## config.mk

```make
export PLATFORM = sky130hd
export DESIGN_NAME = add_chain_8bit
export DESIGN_NICKNAME = d
export VERILOG_FILES = /design/src/rtl/add_chain_8bit.sv
export SDC_FILE = /design/constraint.sdc
export NUM_CORES = 1
export LEC_CHECK = 0
export ABC_CLOCK_PERIOD_IN_PS = 5500
export CAP_MARGIN = 40
export CORE_MARGIN = 2
export CORE_UTILIZATION = 47
export DETAILED_ROUTE_END_ITERATION = 6
export PLACE_DENSITY = 0.81
export SYNTH_ARGS = -nofsm -noshare
export SYNTH_HDL_FRONTEND = slang
export SYNTH_SLANG_ARGS = --single-unit
```

## constraint.sdc

```tcl
create_clock -name i_clk -period 5.5 [get_ports i_clk]
set_clock_uncertainty 0.05 [all_clocks]
set_input_delay 1.1 -clock i_clk [delete_from_list [all_inputs] [get_ports i_clk]]
set_output_delay 1.1 -clock i_clk [all_outputs]
set_load 0.005 [all_outputs]
```

## src/rtl/add_chain_8bit.sv

```systemverilog
// Sequential multi-byte adder: sums two NUM_BYTES-wide operands one byte per
// cycle, LSB first, with the carry held in a register between byte slices.
module add_chain_8bit #(
    parameter int NUM_BYTES = 4
) (
    input  logic       i_clk,
    input  logic       i_rst_n,
    input  logic       i_start,
    input  logic       i_carry,
    input  logic       i_valid,
    input  logic [7:0] i_data_a,
    input  logic [7:0] i_data_b,
    output logic [7:0] o_sum,
    output logic       o_sum_valid,
    output logic       o_carry,
    output logic       o_done,
    output logic       o_busy
);

    localparam int CNT_W = $clog2(NUM_BYTES) + 1;
    localparam logic [CNT_W-1:0] LAST_IDX = CNT_W'(NUM_BYTES - 1);

    typedef enum logic {
        IDLE = 1'b0,
        RUN  = 1'b1
    } state_t;

    state_t           state_q, state_d;
    logic             carry_q, carry_d;
    logic [CNT_W-1:0] cnt_q, cnt_d;
    logic [7:0]       sum_q, sum_d;
    logic             sum_valid_q, sum_valid_d;
    logic             carry_out_q, carry_out_d;
    logic             done_q, done_d;
    logic [8:0]       add_res;

    assign add_res = {1'b0, i_data_a} + {1'b0, i_data_b} + {8'b0, carry_q};

    always_comb begin
        // NOTE: every variable gets a default before the case so no path leaves
        // it unassigned, which would otherwise infer a latch.
        state_d     = state_q;
        carry_d     = carry_q;
        cnt_d       = cnt_q;
        sum_d       = sum_q;
        sum_valid_d = 1'b0;
        carry_out_d = carry_out_q;
        done_d      = 1'b0;

        case (state_q)
            IDLE: begin
                if (i_start) begin
                    state_d     = RUN;
                    carry_d     = i_carry;
                    cnt_d       = '0;
                    carry_out_d = 1'b0;
                end
            end
            RUN: begin
                // Idle cycles (i_valid low) leave the chain untouched.
                if (i_valid) begin
                    sum_d       = add_res[7:0];
                    sum_valid_d = 1'b1;
                    carry_d     = add_res[8];
                    cnt_d       = cnt_q + 1'b1;
                    if (cnt_q == LAST_IDX) begin
                        carry_out_d = add_res[8];
                        done_d      = 1'b1;
                        cnt_d       = '0;
                        state_d     = IDLE;
                    end
                end
            end
            default: state_d = IDLE;
        endcase
    end

    // NOTE: state registers use non-blocking assignments so every flop samples
    // the pre-edge values; the combinational block above uses blocking ones.
    always_ff @(posedge i_clk or negedge i_rst_n) begin
        if (!i_rst_n) begin
            state_q     <= IDLE;
            carry_q     <= 1'b0;
            cnt_q       <= '0;
            sum_q       <= 8'h00;
            sum_valid_q <= 1'b0;
            carry_out_q <= 1'b0;
            done_q      <= 1'b0;
        end else begin
            state_q     <= state_d;
            carry_q     <= carry_d;
            cnt_q       <= cnt_d;
            sum_q       <= sum_d;
            sum_valid_q <= sum_valid_d;
            carry_out_q <= carry_out_d;
            done_q      <= done_d;
        end
    end

    assign o_sum       = sum_q;
    assign o_sum_valid = sum_valid_q;
    assign o_carry     = carry_out_q;
    assign o_done      = done_q;
    assign o_busy      = (state_q == RUN);

endmodule
```

==> Word-level counts from Yosys, hierarchy flattened <==
Cells that the tools add are included.
{ "op_classes": {"n_addsub": 3, "eq_ne": 4, "muxes": 20, "bitwise_logic": 1, "reduce_logical": 3} }
{ "ops": {"columns": ["cell", "count"], "rows": [
  ["2-to-1 mux 1 bit", 13],
  ["adder 8 x 8 -> 9 bit", 1],
  ["adder 9 x 1 -> 9 bit", 1],
  ["2-to-1 mux 3 bit", 3],
  ["case mux 1 bit (2 select lines)", 3],
  ["case mux 3 bit (2 select lines)", 1],
  ["inequality test 2 bit (second input constant)", 2],
  ["AND reduction 2 bit", 2],
  ["adder 3 x 1 -> 3 bit (second input constant)", 1],
  ["equality test 3 x 2 -> 1 bit (second input constant)", 1],
  ["AND reduction 3 bit", 1],
  ["inequality test 2 x 1 -> 1 bit (second input constant)", 1],
  ["NOT 1 bit", 1]
]} }
{ "word_totals": {"ff_bits": 16, "out_inout_bits": 12, "elab_cells": 38} }

==> Logic depth before layout (Yosys ltp) <==
{ "depth": {"word_depth": 5, "ltp_mapped": 8} }

==> Worst setup path after synthesis <==
No wires, ideal clock.
{ "synth_path": {"kind": "input to register", "startpoint": "in i_data_a[0]", "endpoint": "reg carry_q", "setup_time_ps": 138, "arrival_ps": 2505, "t_required_ps": 5312, "setup_slack_ps": 2807, "stages": 8, "path_cell_list": "fa_1 > inv_1 > fa_1 > nor2b_4 > nor3_1 > o21ai_2 > a31oi_1 > o221ai_1"} }
{ "synth_between": {"elab_chain_cells": 4} }
{ "synth_rtl": {"columns": ["element", "line", "text"], "rows": [
  ["from (decl)", "11", "input logic [7:0] i_data_a,"],
  ["adder 8 x 8 -> 9 bit", "37", "assign add_res = {1'b0, i_data_a} + {1'b0, i_data_b} + {8'b0, carry_q};"],
  ["adder 9 x 1 -> 9 bit", "37", null],
  ["2-to-1 mux 1 bit", "61", "if (i_valid) begin"],
  ["case mux 1 bit (2 select lines)", "50", "case (state_q)"],
  ["to (signal assigned)", "91", "carry_q <= carry_d;"],
  ["to (decl)", "29", "logic carry_q, carry_d;"]
]} }
No other way between the ends. The select of a mux whose other input is x is not followed.
A chain may end at the register's enable or synchronous reset.

==> Worst setup path in the final report <==
Ends and elaborated chain as after synthesis.

==> results.txt <==
- Status: finished, final reports clean
- Summing all flip-flop and latch instances after layout gives 400.4 sq um.
* Hold-fix buffers, CTS: 0
- The number of failing hold endpoints at the final stage is 0.
- Congestion Overflow GR: 0
- Cell Area, Synth: 955.9 sq um
- Number of buffers created by CTS: 3
- Period Utilization, post-route: 54.16%
- # rows: 16
- Largest cells by area after synthesis: sky130_fd_sc_hd__dfrtp_1 (42%), sky130_fd_sc_hd__ha_1 (10%), sky130_fd_sc_hd__o21ai_0 (5.2%)
- FMAX: 0.3357 GHz
* Die Span X: 49.10 um
- For this run, design rule violations remaining after detail routing come to 0.
- Remaining antenna violation count after routing: 0
* Clk sinks: 16
- Counting tap cells, the placed design contains a total of 151 instances.
- Setup repair after global routing left no endpoint under its margin.
* Average size of a mapped cell: 10.17 sq um
* Area of the multi-input gates: 526.8 sq um
* Worst slew pin tran: 0.7010 ns
- The number of pins exceeding their max-slew limit in the final report is 0.
* Final Routed Wirelength: 1.906 mm
* I/O pins: 33
* Leak pwr: 0.0005820 uW
- Post-DR vias/cell: 5.266
- Leading cell type in the layout, fill and taps excluded: sky130_fd_sc_hd__clkdlybuf4s50_1
- After clock tree synthesis, the setup repair step added 0 buffers.
- Count of synthesis-stage warnings from yosys: 0
- Summing the areas of all and, or, nand and nor instances in the mapped netlist gives 12.96% of the synthesized area.
- TritonCTS built the clock tree.
- Post-layout instance count excluding filler cells: 154
- Effective utilization at floorplan: 49.23%
- Detailed placement finished with a half-perimeter wire length of 1.528 mm.
- Worst reg2reg setup slack: 3.41 ns
* Number of gates resized after CTS: 0
* Number of H-tree levels: 1
* Kind of start point of the critical path: input port
* Maximum capacitance violations: 0
- Dominant combinational cell family by area after synthesis: compound AO/OA/AOI/OAI gates
- Data on the critical path arrives at its endpoint at 3.09 ns.
- Gpl congestion: 0.7393
* Min Tclk post-route: 2.979 ns
- The via count of the first global-routing pass was 788.
- In this run the clock root is driven by a sky130_fd_sc_hd__clkbuf_4.
* Number of flip-flops and latches in the synthesized netlist: 16
* Aggregate global-route resource usage: 18.91%
* Crit-path max FO: 3
- The worst register-to-register path begins at carry_q.
- Of the total synthesized cell area, the portion taken by full adders, half adders and majority gates is 14.66%.
* Initial antenna violation count: 0
- Compared with the post-synthesis result, the final layout area differs by 38.35%.
- First-pass GRT wire length: 3.505 mm
* Cell type contributing the most total cell area after synthesis: sky130_fd_sc_hd__dfrtp_1
- Number of distinct library cells after synthesis: 28
- Setup slack on the critical path of the routed design comes to 2.521 ns.
* Floorplan Core Area: 0.001942 sq mm
* Worst endpoint required time: 5.61 ns
- By startpoint and endpoint, the worst setup path is classified as in -> reg.
* Clock Tree Buf Depth: 2
* Max rail drop VDD: 181.3 uV
- The detailed router finished its first iteration with 6 violations.
* Largest net degree at the start of global routing: 19
- The die covers 0.002411 sq mm.
* Count of fill cells added during filler insertion: 168
* Endpoint of the most critical register-to-register path: carry_q
- Fraction of synthesized area in multiplexers: 4.450%
- During placement, the flow inserted port buffers numbering 32.
- Area fraction of the dominant cell type after synthesis: 41.88%
* Power density cells: 351.7 mW/mm^2
* Worst Hold Class: reg -> reg
* Sequential-to-total area share from yosys stat: 41.88%
- Final-report setup violation count: 0
- Worst R2R Path Depth: 8
- Syn Nets: 125
- STA classifies the critical path endpoint as a register.
- Final total negative setup slack: 0 ns
* 1st-pass router iterations: 4
* Worst-path clk slew: 0.09 ns
- Layout cell share with drive strength beyond 1: 7.087%
* Worst slew margin relative to its limit: 53.12%
* Gate count after technology mapping: 94
* Routed wirelength normalized by instance count: 12.38 um
* DP Worst Slack: 2.214 ns
- The final route contains 811 vias.
- Summing the areas of all compound-gate instances in the mapped netlist gives 17.54% of the synthesized area.
* NumNets Final: 160
- Antenna diode count: 0
- The worst hold path begins at o_sum[7].
* Sink of the worst hold path: o_sum[7]
- The later pin in the worst-skew pair is clocked with a latency of 0.28 ns.
- Commonest cells after routing, fill and taps aside: sky130_fd_sc_hd__clkdlybuf4s50_1 (32), sky130_fd_sc_hd__dfrtp_1 (16), sky130_fd_sc_hd__nand2_1 (11)
- Fin Hold WS: 0.4373 ns
- Instance count along the most critical hold path: 2
* Die H: 49.10 um
- XOR/XNOR Fraction of Synth Area: 5.497%
-- cell families after synthesis --
kind of cell / Yosys count
AND/OR/NAND/NOR: 24
buffers and inverters: 7
multiplexers: 4
adder cells (fa/ha/maj): 10
AO/OA/AOI/OAI: 27
XOR/XNOR: 6
flip-flops: 16
-- cells in the mapped netlist --
| master | count |
|---|---|
| sky130_fd_sc_hd__dfrtp_1 | 16 |
| sky130_fd_sc_hd__nand2_1 | 11 |
| sky130_fd_sc_hd__o21ai_0 | 10 |
| sky130_fd_sc_hd__ha_1 | 8 |
| sky130_fd_sc_hd__a21oi_1 | 5 |
| sky130_fd_sc_hd__inv_1 | 5 |
| sky130_fd_sc_hd__xor2_1 | 4 |
| sky130_fd_sc_hd__nor2_1 | 3 |
| sky130_fd_sc_hd__nor2b_1 | 3 |
| sky130_fd_sc_hd__o211ai_1 | 3 |
| sky130_fd_sc_hd__a21o_1 | 2 |
| sky130_fd_sc_hd__buf_2 | 2 |
| sky130_fd_sc_hd__fa_1 | 2 |
| sky130_fd_sc_hd__mux2_2 | 2 |
| sky130_fd_sc_hd__mux2i_1 | 2 |
| sky130_fd_sc_hd__nand2b_1 | 2 |
| sky130_fd_sc_hd__o21ai_1 | 2 |
| sky130_fd_sc_hd__xnor2_1 | 2 |
| sky130_fd_sc_hd__a211oi_2 | 1 |
| sky130_fd_sc_hd__a22o_1 | 1 |
| sky130_fd_sc_hd__a31oi_1 | 1 |
| sky130_fd_sc_hd__nand2_2 | 1 |
| sky130_fd_sc_hd__nand3b_1 | 1 |
| sky130_fd_sc_hd__nor2b_4 | 1 |
| sky130_fd_sc_hd__nor3_1 | 1 |
| sky130_fd_sc_hd__nor3b_1 | 1 |
| sky130_fd_sc_hd__o21ai_2 | 1 |
| sky130_fd_sc_hd__o221ai_1 | 1 |
-- critical path, stage by stage --
cell	delay [ns]
sky130_fd_sc_hd__clkdlybuf4s50_1	0.44
sky130_fd_sc_hd__fa_1	0.48
sky130_fd_sc_hd__inv_1	0.09
sky130_fd_sc_hd__fa_1	0.24
sky130_fd_sc_hd__nor2b_4	0.05
sky130_fd_sc_hd__nor3_1	0.19
sky130_fd_sc_hd__o21ai_2	0.11
sky130_fd_sc_hd__a31oi_1	0.24
sky130_fd_sc_hd__o221ai_1	0.14
-- per-layer routing --
metal | wire length, um | part of all wire, % | vias to the layer above | track usage [%]
met5 | 0 | 0 | - | 0
met4 | 17 | 0.89 | 0 | 4.286
met3 | 114 | 6.0 | 4 | 5.521
met2 | 1001 | 53 | 28 | 33.33
met1 | 772 | 41 | 382 | 22.53
li1 | - | - | 397 | -
-- worst max-delay path by stage --
stage	startpoint	endpoint	slack, ns
finish	i_data_a[0]	carry_q	2.52
global placement	i_data_a[0]	carry_q	2.28
floorplan	i_data_a[0]	carry_q	2.81
global route	i_data_a[0]	carry_q	2.40
CTS	i_data_a[0]	carry_q	2.53
detailed placement	i_data_a[0]	carry_q	2.21
-- cell type report --
class | count | area share (%)
Inverter | 5 | 1.419
Tap cell | 27 | 2.554
Sequential cell | 16 | 30.27
Multi-Input combinational cell | 71 | 39.83
Timing Repair Buffer | 32 | 24.22
Clock buffer | 3 | 1.703
-- metrics by stage --
stage	total power (uW)	area, sq um	utilization [%]
4_1_cts	472.1	1323	68.11
3_5_place_dp	409.3	1300	66.95
2_1_floorplan	297.7	955.9	-
6_report	465.1	1323	68.11
5_1_grt	504.7	1323	68.11
3_3_place_gp	397.7	1300	66.95
-- power breakdown --
group	leakage (uW)	internal, uW	total, uW	switching, uW
registers	0.000196	162	194	31.2
clock network	0.0000138	25.4	61.3	35.9
logic	0.000372	128	210	82.4
-- flip-flops by register name, summed over array words and instances, names as in the netlist --
register / flops
carry_q: 1
cnt_q: 3
o_busy: 1
o_carry: 1
o_done: 1
o_sum: 8
o_sum_valid: 1
Note: power is estimated with default switching activity, not from simulation.
